**src/rtl/os_result_drain_pkg.sv**
```systemverilog
// os_result_drain_pkg
//   Shared definitions for the output-stationary array read-out blocks.
//   - state_e : drain controller states (IDLE / DRAIN / CLEAR)
//   - clog2   : ceiling log2 with a floor of 1, usable in constant expressions
package os_result_drain_pkg;

   typedef enum logic [1:0] {
      ST_IDLE  = 2'd0,
      ST_DRAIN = 2'd1,
      ST_CLEAR = 2'd2
   } state_e;

   // Minimum of 1 so that degenerate sizes still yield a legal vector width.
   function automatic int clog2(input int v);
      int r;
      r = 1;
      while ((1 << r) < v) r++;
      return r;
   endfunction

endpackage

```
**src/rtl/os_result_drain_result_fifo.sv**
```systemverilog
// result_fifo
//   Synchronous FIFO holding deskewed result rows until downstream takes them.
//   Ports:
//     clk, rst      clock, synchronous active-high reset (pointers/count only)
//     push, din     write request and data (ignored when full)
//     pop           read request (ignored when empty)
//     dout          head entry, forced to 0 while empty
//     full, empty   occupancy flags
//     count         number of stored entries
module result_fifo
   import os_result_drain_pkg::*;
#(
   parameter int WIDTH = 8,
   parameter int DEPTH = 4
) (
   input  logic                          clk,
   input  logic                          rst,
   input  logic                          push,
   input  logic [WIDTH-1:0]              din,
   input  logic                          pop,
   output logic [WIDTH-1:0]              dout,
   output logic                          full,
   output logic                          empty,
   output logic [clog2(DEPTH+1)-1:0]     count
);

   localparam int AW = clog2(DEPTH);
   localparam int CW = clog2(DEPTH + 1);

   logic [WIDTH-1:0] mem_q [DEPTH];
   logic [AW-1:0]    wr_q;
   logic [AW-1:0]    rd_q;
   logic [CW-1:0]    cnt_q;
   logic             push_ok;
   logic             pop_ok;

   assign full    = (cnt_q == CW'(DEPTH));
   assign empty   = (cnt_q == '0);
   assign count   = cnt_q;
   assign push_ok = push && !full;
   assign pop_ok  = pop && !empty;
   // Head is masked while empty so the outputs read 0 out of reset.
   assign dout    = empty ? '0 : mem_q[rd_q];

   always_ff @(posedge clk) begin
      if (rst) begin
         wr_q  <= '0;
         rd_q  <= '0;
         cnt_q <= '0;
      end else begin
         if (push_ok) wr_q <= wr_q + AW'(1);
         if (pop_ok)  rd_q <= rd_q + AW'(1);
         cnt_q <= cnt_q + CW'(push_ok) - CW'(pop_ok);
      end
   end

   always_ff @(posedge clk) begin
      if (push_ok) mem_q[wr_q] <= din;
   end

endmodule

```
**src/rtl/os_result_drain.sv**
```systemverilog
// os_result_drain
//   Read-out end of the output-stationary array. After compute it shifts the
//   accumulated results out of the column chains, removes the per-column skew,
//   narrows every element and streams one full row per beat over valid/ready.
//   Ports:
//     clk, rst       clock, synchronous active-high reset
//     start          pulse, begins a drain when idle
//     col_mac        bottom MAC_out of each column, col c at [c*WIDTH_MAC +: WIDTH_MAC]
//     arr_shift_en   advances the array result chains one step
//     arr_clear      one-cycle pulse clearing the accumulators after a drain
//     busy           high from accepted start until back in IDLE
//     done           one-cycle pulse once the last row is in the FIFO
//     m_valid/m_ready/m_data/m_row/m_last   output row stream
module os_result_drain
   import os_result_drain_pkg::*;
#(
   parameter int ROWS       = 4,
   parameter int COLS       = 4,
   parameter int WIDTH_MAC  = 48,
   parameter int OUT_W      = 32,
   parameter int SIGNED     = 0,
   parameter int SAT        = 1,
   parameter int FIFO_DEPTH = 4
) (
   input  logic                         clk,
   input  logic                         rst,
   input  logic                         start,
   input  logic [COLS*WIDTH_MAC-1:0]    col_mac,
   output logic                         arr_shift_en,
   output logic                         arr_clear,
   output logic                         busy,
   output logic                         done,
   output logic                         m_valid,
   input  logic                         m_ready,
   output logic [COLS*OUT_W-1:0]        m_data,
   output logic [clog2(ROWS)-1:0]       m_row,
   output logic                         m_last
);

   localparam int RW  = clog2(ROWS);
   localparam int CW  = clog2(ROWS + COLS);
   localparam int FCW = clog2(FIFO_DEPTH + 1);
   localparam int FW  = COLS*OUT_W + RW + 1;

   localparam logic        [WIDTH_MAC-1:0] UMAX = (WIDTH_MAC'(1) << OUT_W) - WIDTH_MAC'(1);
   localparam logic signed [WIDTH_MAC-1:0] SMAX = signed'((WIDTH_MAC'(1) << (OUT_W-1)) - WIDTH_MAC'(1));
   localparam logic signed [WIDTH_MAC-1:0] SMIN = ~SMAX;

   // Accumulator -> output width: clamp when saturating, otherwise truncate.
   function automatic logic [OUT_W-1:0] narrow(input logic [WIDTH_MAC-1:0] v);
      logic        [WIDTH_MAC-1:0] r;
      logic signed [WIDTH_MAC-1:0] sv;
      r  = v;
      sv = signed'(v);
      if (SAT != 0) begin
         if (SIGNED != 0) begin
            if (sv > SMAX)      r = SMAX;
            else if (sv < SMIN) r = SMIN;
         end else if (v > UMAX) begin
            r = UMAX;
         end
      end
      return r[OUT_W-1:0];
   endfunction

   state_e           state_q;
   logic [CW-1:0]    shift_cnt_q;
   logic             done_q;
   logic             clr_q;

   logic [FCW-1:0]   fifo_count;
   logic             fifo_full;
   logic             fifo_empty;
   logic [FW-1:0]    fifo_dout;
   logic             push;
   logic [RW-1:0]    push_row;
   logic             push_last;

   logic [WIDTH_MAC-1:0] aligned [COLS];
   logic [COLS*OUT_W-1:0] row_narrow;

   // Depends only on registered state and occupancy, never on m_ready.
   assign arr_shift_en = (state_q == ST_DRAIN) && (fifo_count < FCW'(FIFO_DEPTH));
   assign busy         = (state_q != ST_IDLE);
   assign done         = done_q;
   assign arr_clear    = clr_q;

   always_ff @(posedge clk) begin
      if (rst) begin
         state_q     <= ST_IDLE;
         shift_cnt_q <= '0;
         done_q      <= 1'b0;
         clr_q       <= 1'b0;
      end else begin
         done_q <= 1'b0;
         clr_q  <= 1'b0;
         case (state_q)
            ST_IDLE: begin
               if (start) begin
                  state_q     <= ST_DRAIN;
                  shift_cnt_q <= '0;
               end
            end
            ST_DRAIN: begin
               if (arr_shift_en) begin
                  if (shift_cnt_q == CW'(ROWS + COLS - 2)) begin
                     state_q <= ST_CLEAR;
                     done_q  <= 1'b1;
                     clr_q   <= 1'b1;
                  end else begin
                     shift_cnt_q <= shift_cnt_q + CW'(1);
                  end
               end
            end
            ST_CLEAR: state_q <= ST_IDLE;
            default:  state_q <= ST_IDLE;
         endcase
      end
   end

   // Column c runs c beats behind column 0; delaying it COLS-1-c beats lines
   // every column up with the last one, which is used as presented.
   for (genvar c = 0; c < COLS; c++) begin : g_col
      if (c < COLS - 1) begin : g_dly
         localparam int D = COLS - 1 - c;
         logic [WIDTH_MAC-1:0] line_q [D];
         always_ff @(posedge clk) begin
            if (rst) begin
               for (int k = 0; k < D; k++) line_q[k] <= '0;
            end else if (arr_shift_en) begin
               line_q[0] <= col_mac[c*WIDTH_MAC +: WIDTH_MAC];
               for (int k = 1; k < D; k++) line_q[k] <= line_q[k-1];
            end
         end
         assign aligned[c] = line_q[D-1];
      end else begin : g_pass
         assign aligned[c] = col_mac[c*WIDTH_MAC +: WIDTH_MAC];
      end
      assign row_narrow[c*OUT_W +: OUT_W] = narrow(aligned[c]);
   end

   // The first COLS-1 beats only fill the delay lines; afterwards each beat
   // completes the row that entered column 0 COLS-1 beats earlier.
   assign push      = arr_shift_en && (shift_cnt_q >= CW'(COLS - 1));
   assign push_row  = RW'(shift_cnt_q - CW'(COLS - 1));
   assign push_last = (push_row == RW'(ROWS - 1));

   result_fifo #(
      .WIDTH (FW),
      .DEPTH (FIFO_DEPTH)
   ) u_fifo (
      .clk   (clk),
      .rst   (rst),
      .push  (push),
      .din   ({push_last, push_row, row_narrow}),
      .pop   (m_valid && m_ready),
      .dout  (fifo_dout),
      .full  (fifo_full),
      .empty (fifo_empty),
      .count (fifo_count)
   );

   assign m_valid = !fifo_empty;
   assign {m_last, m_row, m_data} = fifo_dout;

endmodule

```
**config.mk**
```make
export PLATFORM = sky130hd
export DESIGN_NAME = os_result_drain
export DESIGN_NICKNAME = d
export VERILOG_FILES = /design/src/rtl/os_result_drain_pkg.sv /design/src/rtl/os_result_drain_result_fifo.sv /design/src/rtl/os_result_drain.sv
export SDC_FILE = /design/constraint.sdc
export NUM_CORES = 1
export LEC_CHECK = 0
export BUFFER_PORTS_ARGS = -buffer_cell sky130_fd_sc_hd__buf_2
export CAP_MARGIN = 20
export CORE_AREA = 2 2 185 323
export DETAILED_ROUTE_END_ITERATION = 8
export DIE_AREA = 0 0 187 325
export GPL_TIMING_DRIVEN = 1
export PLACE_DENSITY_LB_ADDON = 0.12
export SLEW_MARGIN = 10
export SYNTH_ARGS = -nofsm -noshare
export SYNTH_HDL_FRONTEND = slang
export SYNTH_SLANG_ARGS = --single-unit
```
**constraint.sdc**
```tcl
create_clock -name clk -period 32.3 [get_ports clk]
set_clock_uncertainty 0.1 [all_clocks]
set_input_delay 3.23 -clock clk [delete_from_list [all_inputs] [get_ports clk]]
set_output_delay 3.23 -clock clk [all_outputs]
set_load 0.02 [all_outputs]
```
==> results of run 1 <==
## stage by stage
step	hold WS [ns]	total power, mW	utilization [%]	area [um^2]	setup slack [ns]
finish	0.404	2.65	63.4	36800	25.48
global route	0.430	2.75	63.4	36800	25.19
CTS	0.405	2.68	63.3	36800	25.32
detailed placement	0.397	1.84	59.4	34500	25.94
global placement	0.369	1.83	59.4	34500	25.95
floorplan	0.363	1.67	-	32200	10.16
## cell families after synthesis
logic type	Yosys count	share of synthesized area, %
compound gates	13	0.276
xor+xnor	3	0.0816
fa+ha+maj	11	0.451
buf+inv	102	1.69
flops	827	76.7
mux	133	9.23
simple gates	598	11.6
## metal layers
layer	up-vias	GRT usage [%]
met2	457	35.2
met3	94	3.85
met5	-	0
met1	7724	26.0
li1	7014	-
met4	4	6.49
## flip-flops by register name, indices dropped and copies added, names as in the netlist, named ones only
register	cells
u_fifo.wr_q	2
u_fifo.count	3
state_q	2
u_fifo.rd_q	2
g_col.g_dly.line_q	288
shift_cnt_q	3
arr_clear	1
u_fifo.mem_q	524
## where the power goes
group	switching, mW	internal (mW)	total, mW
Sequential	0.0293	1.23	1.26
Clock	0.367	0.477	0.844
Combinational	0.345	0.197	0.542
Total	0.741	1.91	2.65
## area by class of cell
type                       count  area, um^2  share of cell area (%)
sequential                   827       24700                    67.0
multi-input combinational    758        7000                    19.0
antenna                        2        5.00                  0.0136
clock inverter                36         335                   0.910
tap                          773         967                    2.63
inverter                      11        41.3                   0.112
timing repair buffer         351        1840                    5.01
clock buffer                  93        1950                    5.31
## Yosys cell counts, types with 4 or more instances
cell type and n:
and2_1 427, buf_2 15, buf_4 6, buf_6 10, clkbuf_1 30, clkbuf_2 28
dfxtp_1 15, edfxtp_1 812, ha_1 10, inv_1 11, mux4_2 131, nand2_1 5
nand4_1 4, nor2_1 6, nor4_1 16, or2_2 129
## worst register-to-register path, stage by stage, from the launching register on
cell and delay, ns:
dfxtp_1 0.44, ha_1 0.21, ha_1 0.15, a211oi_1 0.07, nor3_4 0.29, and2_4 0.65
buf_4 0.73, buf_4 0.76
## final timing paths
| check | from | end | slack (ns) | depth (start not counted) |
|---|---|---|---|---|
| setup / recovery | flip-flop | m_data[4] | 25.48 | 4 |
| hold / removal | u_fifo.rd_q[0]$_SDFFE_PP0P_ | flip-flop | 0.40 | 2 |
| setup reg to reg | shift_cnt_q[1]$_SDFFE_PP0P_ | u_fifo.mem_q[1][71]$_DFFE_PP_ | 28.49 | 7 |
| hold reg to reg | u_fifo.rd_q[0]$_SDFFE_PP0P_ | flip-flop | 0.40 | 2 |
==> key figures, run 1 <==
Flow run
  • Number of max-cap violations: 0

Synth
  • Synth Net Count: 1894
  • Syn Inst Count: 1687
  • Area fraction of the dominant cell type after synthesis: 75.7%
  • Synth Flop Type: edfxtp_1
  • Area contributors post-synth: edfxtp_1 76%, mux4_2 9.2%, and2_1 8.3%
  • Synthesized cell area: 32200 um^2
  • Post-synthesis sequential area ratio: approximately 77%
  • Post-synth EDFFs: 812
  • Post-synthesis async set-or-reset flop share: 0%
  • Register bit total from synthesis: 827
  • Count of cell types in the netlist: 39
  • Synth warn: 0
  • Syn Area/Cell: about 19 um^2
  • Area leader, netlist: edfxtp_1

Final layout
  • Proportion of layout cells with a drive suffix above 1: 34.8%
  • Commonest non-fill, non-tap cell in the layout: edfxtp_1
  • Synthesis-to-layout area growth: 14.4%
  • Most frequent cells in the layout: 812 x edfxtp_1, 423 x and2_1, 331 x buf_2
  • Fin nets: 2228
  • Fillers: 4100
  • Fin cells: 2851

Clock tree
  • TritonCTS Buffers: 72
  • Worst-path clk slew: 0.06 ns
  • Hold_buf cts: 0
  • Setup bufs post-CTS: 0
  • Clk buf depth: 3
  • Clock sinks: between 800 and 900
  • Clk root buf: clkbuf_16
  • H-tree depth: 3
  • CTS tree: built
  • Worst-Skew Late Latency: 0.60 ns
  • Cts repair resizes: 0

Global routing
  • GRT Util Overall: 20.3%
  • Largest net degree at the start of global routing: 274
  • First-pass GRT wire length: 94200 um
  • Antenna violations before repair: 3
  • GRT overflow: 0
  • Vias in the first global route: approximately 16k

Critical path
  • Worst Path Arrival: 3.49 ns
  • Worst path top cell family by delay: buffers and inverters
  • CP max stage delay: 1.05 ns
  • Cell Chain, Critical Path: buf_4 > mux4_2 > and2_1 > buf_2
  • Critical-path top delay cell: dfxtp_4
  • Worst setup SP type: flip-flop
  • CP Max Fanout: 67
  • Critical path class: reg -> out
  • CP required: 28.97 ns
  • Crit. End Element: output pin
  • CP bufs+invs: 2

Placement
  • Port buffer count: 331
  • Placed Instances: 2719
  • Post-DP HPWL: roughly 35000 um
  • Placer Congestion: around 0.7

Min path
  • Hold Crit Class: reg -> reg

Floorplan
  • Die area: 60800 um^2
  • Std-Cell Rows: 117
  • Initial Util: 55.4%
  • Ports: between 300 and 400
  • Chip height: 325 um
  • Die X: roughly 190 um
  • Core area: roughly 58000 um^2

Drt
  • Wire length on met1: 24700 um
  • Antenna-violating nets left: 0
  • First drt pass iteration count: 5
  • Met3 routed WL: 3490 um
  • Drt initial violations: 1010
  • Highest routed metal layer: met5
  • DR vias: 15.3k
  • Met2 WL: around 31000 um
  • Drt drc: 0
  • Routed vias/inst: 5.36
  • Routed WL: 60700 um
  • Routed wire per std cell: between 20 and 25 um

STA
  • Final Cycle Share: 21.1%
  • Fin Setup TNS: 0 ns
  • Slew Viols, Final: 0
  • Setup-failing EPs final: 0
  • Fmax: 0.147 GHz
  • Least-Margin Pin Slew: 1.32 ns
  • Period minus WS final: between 6 and 7 ns
  • Rel. slew slack: 12.3%
  • Final Hold Fails: 0
  • RSZ-0062 raised after global routing: false

Status
  • Status: complete, no violations

Power
  • Peak supply drop: slightly below 0.05 mV
  • Power density cells: slightly above 70 nW/um^2
  • Lkg Pwr: around 12 nW
(Power assumes the default switching activity.)
==> run 2, diff against run 1 <==
ABC_AREA = 1   (was unset)
CORE_AREA = 2 2 193 337   (was 2 2 185 323)
DIE_AREA = 0 0 195 339   (was 0 0 187 325)
clock period = 5.8 ns   (was 32.3 ns; I/O delays follow)
==> run 2 against run 1 <==
Against the previous run:
- register-to-register slack worse by 26 ns
- non-clock buffer count up 7
- total power rose to 6.2 times the previous value
- die area grew 8.8%
- largest cell class unchanged
- critical path depth grew 2
- synthesized cell count is 64% higher
- critical endpoint is now m_data[26]
- setup slack lost 24 ns
- critical path type unchanged
- worst hold slack got worse by 0.25 ns
- first-iteration DRC count increased by 51%
==> key figures, run 2 <==
Placement
  • Placer Congestion: 0.757 (+5.4%)
  • Post-DP HPWL: 40800 um (+18%)
  • Worst slack at placement: 2.33 ns (-23.60 ns)
  • Port buffer count: 331 (unchanged)
  • Area after DPL: 35500 um^2 (+2.9%)
  • Placed Instances: 3766 (+39%)

Final layout
  • Fin nets: 3243 (+46%)
  • Fillers: 5118 (+25%)
  • Commonest non-fill, non-tap cell in the layout: nor2_1
  • Most frequent cells in the layout: 862 x nor2_1, 812 x edfxtp_1, 331 x buf_2
  • Proportion of layout cells with a drive suffix above 1: 15.7% (-19 points)
  • Final instance area: 37800 um^2 (+2.7%)
  • Synthesis-to-layout area growth: 13.5%
  • Fin cells: 3895 (+37%)
  • Flip-flop and latch area: 24700 um^2 (unchanged)
  • Top flop regs: u_fifo.mem_q x524, g_col.g_dly.line_q x288
  • Area of the multi-input gates: 6690 um^2 (-4.4%)
  • Max FFs per register: 524 (unchanged)
  • Top reg by flops: u_fifo.mem_q

STA
  • Fmax: 0.250 GHz
  • Period minus WS final: about 4.0 ns
  • Least-Margin Pin Slew: 1.31 ns (-0.00873 ns)
  • Rel. slew slack: 12.8% (+0.58 points)
  • Fin Setup TNS: 0 ns (unchanged)
  • Final Cycle Share: 69.0%
  • Final WS setup: 1.80 ns (-23.67 ns)
  • Slew Viols, Final: 0 (unchanged)
  • RSZ-0062 raised after global routing: false
  • Setup-failing EPs final: 0 (unchanged)
  • Final Hold Fails: 0 (unchanged)

Global routing
  • First-pass GRT wire length: 113000 um (+20%)
  • Antenna violations before repair: 1 (-2)
  • Vias in the first global route: 20.9k (+27%)
  • GRT overflow: 0 (unchanged)
  • Largest net degree at the start of global routing: 213 (-22%)
  • GRT Util Overall: 21.9% (+1.6 points)

Critical path
  • Critical path class: reg -> out
  • CP bufs+invs: 4 (+2)
  • CP Max Fanout: 93 (+39%)
  • Worst path top cell family by delay: buffers and inverters
  • Crit path depth: 6 (+2)
  • CP required: 5.12 ns (-23.85 ns)
  • Worst Path Arrival: 3.32 ns (-0.17 ns)
  • Reg2reg path depth: 7 (unchanged)
  • Crit. End Element: output pin
  • Critical-path top delay cell: inv_6
  • Critical R2R Launch: shift_cnt_q[1]$_SDFFE_PP0P_
  • CP max stage delay: 0.55 ns (-0.50 ns)
  • Cell Chain, Critical Path: inv_6 > buf_16 > buf_4 > o21ai_0 > a21oi_1 > buf_2
  • Worst R2R End: u_fifo.mem_q[3][91]$_DFFE_PP_
  • Crit path to: m_data[26]
  • Reg2reg setup slack: 2.70 ns (-25.79 ns)
  • Worst setup SP type: flip-flop

Drt
  • Antenna-violating nets left: 0 (unchanged)
  • Routed wire per std cell: 18.7 um (-12%)
  • Routed WL: 72600 um (+20%)
  • Routed vias/inst: 5.25 (-2.1%)
  • Drt initial violations: 1526 (+51%)
  • First drt pass iteration count: 8 (+3)
  • DR vias: 20.4k (+34%)
  • Drt drc: 0 (unchanged)

Floorplan
  • Die area: 66100 um^2 (+8.8%)
  • Core area: 63200 um^2 (+8.7%)
  • Ports: 332 (unchanged)
  • Chip height: 339 um (+4.3%)
  • Std-Cell Rows: 122 (+4.3%)
  • Die X: 195 um (+4.3%)
  • Initial Util: 52.7% (-2.7 points)

Power
  • Lkg Pwr: 13.6 nW (+16%)
  • Power share of the clock group: 28.3% (-3.6 points)
  • Combinational Power Share: 27.6% (+7.1 points)
  • Int Power: 10.8 mW (+470%)
  • Sequential power share: 44.1% (-3.6 points)
  • Switch share: 33.9% (+5.9 points)
  • Sw Pwr: 5.55 mW (+650%)
  • Peak supply drop: 0.279 mV (+460%)
  • Power density cells: 433 nW/um^2 (+500%)

Flow run
  • Number of max-cap violations: 0 (unchanged)

Synth
  • Area contributors post-synth: edfxtp_1 73%, nor2_1 9.8%, inv_1 3.5%
  • Area leader, netlist: edfxtp_1
  • Count of cell types in the netlist: 23 (-41%)
  • Synthesized cell area: 33300 um^2 (+3.5%)
  • Post-synthesis async set-or-reset flop share: 0% (unchanged)
  • Synth Net Count: 2966 (+57%)
  • Synth Flop Type: edfxtp_1
  • Synth warn: 0 (unchanged)
  • Synth cell count leaders: 874 x nor2_1, 812 x edfxtp_1, 311 x inv_1
  • Register bit total from synthesis: 827 (unchanged)
  • Top-count cell post-synth: nor2_1
  • Post-synthesis sequential area ratio: 74.1% (-2.6 points)
  • Post-synth EDFFs: 812 (unchanged)
  • Syn Area/Cell: 12.1 um^2 (-37%)
  • Syn Inst Count: 2759 (+64%)
  • Area fraction of the dominant cell type after synthesis: 73.2% (-2.6 points)

Clock tree
  • Clk buf depth: 3 (unchanged)
  • Clock sinks: 827 (unchanged)
  • Worst-path clk slew: 0.06 ns (about the same)
  • TritonCTS Buffers: 73 (+1.4%)
  • Clk root buf: clkbuf_16
  • Worst-Skew Late Latency: 0.60 ns (about the same)
  • H-tree depth: 3 (unchanged)
  • Hold_buf cts: 0 (unchanged)
  • Cts repair resizes: 0 (unchanged)
  • Setup bufs post-CTS: 0 (unchanged)
  • CTS tree: built

Status
  • Status: complete, no violations

Min path
  • Hold Crit Class: in -> reg
==> run 2: changes by cell type after synthesis, sizes merged, moves of 131 or more <==
cell / delta
and2: -427
inv: +305
mux4: -131
nor2: +869
o21ai: +264
a21oi: +132
==> run 2: worst register-to-register path, cell delays in order (launching register included) <==
cell,delay [ns]
dfxtp_1,0.40
ha_1,0.19
ha_1,0.14
inv_1,0.03
nand3_1,0.07
nand2_1,0.27
nor2_4,0.77
buf_12,0.62
==> run 2: kinds of logic after synthesis <==
kind of cell / Yosys count / share of synthesized area (%)
AND/OR/NAND/NOR: 1047 / 13.3
flip-flops: 827 / 74.1
buffers and inverters: 472 / 6.10
AO/OA/AOI/OAI: 400 / 6.04
adder cells (fa/ha/maj): 11 / 0.435
XOR/XNOR: 2 / 0.0526
==> run 2: layout make-up <==
class	count	area share, %
Inverter	316	3.17
Timing Repair Buffer	358	5.17
Clock buffer	91	5.35
Tap cell	806	2.67
Clock inverter	34	0.639
Multi-Input combinational cell	1460	17.7
Sequential cell	827	65.3
Antenna cell	3	0.0199
==> run 2: stage by stage <==
step           power (mW)  util, %  hold WS [ns]
4_1_cts              16.5     59.8         0.116
3_5_place_dp         11.9     56.2         0.396
3_3_place_gp         11.8     56.2         0.373
6_report             16.4     59.8         0.152
2_1_floorplan        10.3        -         0.362
5_1_grt              17.1     59.8         0.148
==> run 2: worst min-delay path by stage <==
| stage | depth (start not counted) | slack, ns | startpoint | end |
|---|---|---|---|---|
| 2_1_floorplan | 2 | 0.36 | u_fifo.rd_q[1]$_SDFFE_PP0P_ | flip-flop |
| 3_3_place_gp | 2 | 0.37 | u_fifo.rd_q[1]$_SDFFE_PP0P_ | flip-flop |
| 3_5_place_dp | 2 | 0.40 | u_fifo.rd_q[1]$_SDFFE_PP0P_ | flip-flop |
| 4_1_cts | 2 | 0.12 | rst | u_fifo.count[1]$_SDFF_PP0_ |
| 5_1_grt | 2 | 0.15 | rst | u_fifo.count[1]$_SDFF_PP0_ |
| 6_report | 2 | 0.15 | rst | u_fifo.count[1]$_SDFF_PP0_ |
==> run 2: power by group through the flow <==
stage | clock (mW) | sequential (mW) | combinational (mW)
2_1_floorplan | 0 | 7.32 | 2.95
3_3_place_gp | 0 | 7.33 | 4.51
4_1_cts | 4.75 | 7.22 | 4.57
6_report | 4.64 | 7.21 | 4.52
5_1_grt | 4.97 | 7.26 | 4.89
3_5_place_dp | 0 | 7.35 | 4.55
==> run 2: routing by layer <==
layer / vias up / GRT usage, % / share of wire (%)
met4: 0 / 7.12 / 2.3
met5: - / 0 / 0
li1: 9807 / - / -
met1: 9855 / 27.4 / 41
met3: 105 / 3.55 / 6.2
met2: 681 / 38.9 / 50
==> run 3, diff against run 2 <==
clock period = 3.6 ns   (was 5.8 ns; I/O delays follow)
==> run 3 against run 2 <==
Against the previous run:
- sequential power increased by 61%
- setup slack got worse by 1.5 ns
- sequential cell count stayed put
- worst hold slack worse by 0.13 ns
- first-iteration DRC count fell by 17%
- non-clock buffer count is 168 higher
- final cell count up 4.3%
- via count is 3.1% higher
- critical endpoint is now m_data[24]
- highest routed layer unchanged
==> key figures, run 3 (synthesis results as in run 2) <==
STA
  • Setup-failing EPs final: 0 (unchanged)
  • Slew Viols, Final: 0 (unchanged)
  • Least-Margin Pin Slew: 0.989 ns (-0.319 ns)
  • Final WS setup: 0.260 ns (-1.54 ns)
  • Final Hold Fails: 0 (unchanged)
  • Fin Setup TNS: 0 ns (unchanged)
  • Period minus WS final: ~3.3 ns
  • Fmax: 0.299 GHz
  • RSZ-0062 raised after global routing: false
  • Rel. slew slack: 34.0% (+21 points)
  • Final Cycle Share: 92.8%

Critical path
  • Critical path class: reg -> out
  • Worst Path Arrival: 2.88 ns (-0.44 ns)
  • Worst setup SP type: flip-flop
  • Crit. End Element: output pin
  • CP required: 3.14 ns (-1.98 ns)
  • CP Max Fanout: 154 (+66%)

Status
  • Status: complete, no violations

Global routing
  • First-pass GRT wire length: 115000 um (+1.6%)
  • GRT overflow: 0 (unchanged)
  • Antenna violations before repair: 1 (unchanged)
  • GRT Util Overall: 22.2% (+0.28 points)
  • Vias in the first global route: 21.6k (+3.5%)
  • Largest net degree at the start of global routing: 155 (-27%)

Clock tree
  • Clock sinks: 827 (unchanged)
  • Worst-Skew Late Latency: 0.61 ns (about the same)
  • CTS tree: built
  • H-tree depth: 3 (unchanged)
  • Setup bufs post-CTS: 0 (unchanged)
  • Cts repair resizes: 0 (unchanged)
  • TritonCTS Buffers: 73 (unchanged)
  • Clk root buf: clkbuf_16
  • Worst-path clk slew: 0.07 ns (about the same)
  • Clk buf depth: 3 (unchanged)

Final layout
  • Synthesis-to-layout area growth: 19.3%
  • Top flop regs: u_fifo.mem_q x524, g_col.g_dly.line_q x288
  • Fin nets: 3411 (+5.2%)
  • Proportion of layout cells with a drive suffix above 1: 15.4% (-0.30 points)
  • Fin cells: 4064 (+4.3%)
  • Top reg by flops: u_fifo.mem_q
  • Commonest non-fill, non-tap cell in the layout: nor2_1
  • Most frequent cells in the layout: 862 x nor2_1, 812 x edfxtp_1, 331 x buf_2
  • Max FFs per register: 524 (unchanged)

Drt
  • First drt pass iteration count: 5 (-3)
  • Drt initial violations: 1273 (-17%)
  • Routed WL: 73500 um (+1.1%)
  • Routed vias/inst: 5.19 (-1.1%)
  • DR vias: 21.1k (+3.1%)
  • Antenna-violating nets left: 0 (unchanged)
  • Routed wire per std cell: 18.1 um (-3.1%)
  • Drt drc: 0 (unchanged)

Floorplan
  • Std-Cell Rows: 122 (unchanged)
  • Die area: 66100 um^2 (unchanged)
  • Ports: 332 (unchanged)
  • Core area: 63200 um^2 (unchanged)
  • Initial Util: 52.7% (unchanged)
  • Die X: 195 um (unchanged)
  • Chip height: 339 um (unchanged)

Placement
  • Placer Congestion: 0.778 (+2.7%)
  • Worst slack at placement: 0.903 ns (-1.43 ns)
  • Placed Instances: 3787 (+0.56%)
  • Port buffer count: 331 (unchanged)
  • Post-DP HPWL: 42300 um (+3.8%)

Power
  • Lkg Pwr: 14.5 nW (+6.1%)
  • Power density cells: 680 nW/um^2 (+57%)
  • Peak supply drop: 0.423 mV (+52%)

Min path
  • Hold Crit Class: in -> reg

Flow run
  • Number of max-cap violations: 0 (unchanged)
-- run 3: cell count changes in the layout (fill, tap and decap cells not counted), moves of 2 or more --
| cell | previous run | this run |
|---|---|---|
| clkbuf_8 | 0 | 3 |
| clkbuf_16 | 79 | 77 |
| dfxtp_1 | 13 | 11 |
| clkinv_1 | 13 | 22 |
| clkinv_2 | 14 | 4 |
| dlygate4sd3_1 | 0 | 148 |
| buf_4 | 20 | 25 |
| diode_2 | 3 | 1 |
| bufinv_16 | 3 | 9 |
| dfxtp_2 | 0 | 2 |
| clkinvlp_4 | 2 | 0 |
| buf_12 | 6 | 22 |
-- run 3: routing by layer --
metal / up-vias / part of all wire, % / global-route usage, %
met2: 713 / 52 / 40.2
met4: 0 / 2.5 / 8.00
met3: 100 / 6.4 / 3.88
met1: 10100 / 40 / 26.5
met5: - / 0 / 0
li1: 10100 / - / -
-- run 3: power breakdown --
group | switching [mW] | internal, mW
Sequential | 0.255 | 11.3
Clock | 3.25 | 4.59
Combinational | 5.47 | 2.13
Total | 8.98 | 18.1
-- run 3: metrics by stage --
| stage | instance area (um^2) | hold slack, ns | util [%] | total power [mW] |
|---|---|---|---|---|
| 6_report | 39800 | 0.0227 | 62.9 | 27.0 |
| 3_3_place_gp | 35900 | 0.336 | 56.7 | 19.2 |
| 2_1_floorplan | 33400 | 0.321 | - | 16.5 |
| 4_1_cts | 39800 | 0.00331 | 62.9 | 27.3 |
| 3_5_place_dp | 35900 | 0.341 | 56.8 | 19.4 |
| 5_1_grt | 39800 | 0.0132 | 62.9 | 28.3 |
-- run 3: critical path: stages (launching register included) --
cell and delay [ns]:
dfxtp_4 0.68, buf_12 0.58, nor2_1 0.12, nor2_1 0.14, o21ai_0 0.11, a21oi_1 0.30, buf_2 0.23
-- run 3: final cells by class --
cell class	instances	area, um^2
inverter	316	1200
timing repair buffer	526	3770
clock inverter	37	390
sequential	827	24700
antenna	1	2.50
clock buffer	91	2010
fill	4787	23400
tap	806	1010
multi-input combinational	1460	6700
-- run 3: timing repair --
item / in CTS / in global routing
hold buffers: 148 / 0
setup endpoints to repair: 0 / 0
hold endpoints to repair: 189 / 0
-- run 3: worst paths after layout --
kind                                from                             end  slack, ns  depth (start not counted)
max                            flip-flop                      m_data[24]       0.26                          6
max reg2reg  shift_cnt_q[1]$_SDFFE_PP0P_   u_fifo.mem_q[3][18]$_DFFE_PP_       1.10                          7
min                         col_mac[161]  u_fifo.mem_q[3][113]$_DFFE_PP_       0.02                          2
min reg2reg      state_q[1]$_SDFFE_PP0P_         state_q[1]$_SDFFE_PP0P_       0.36                          1
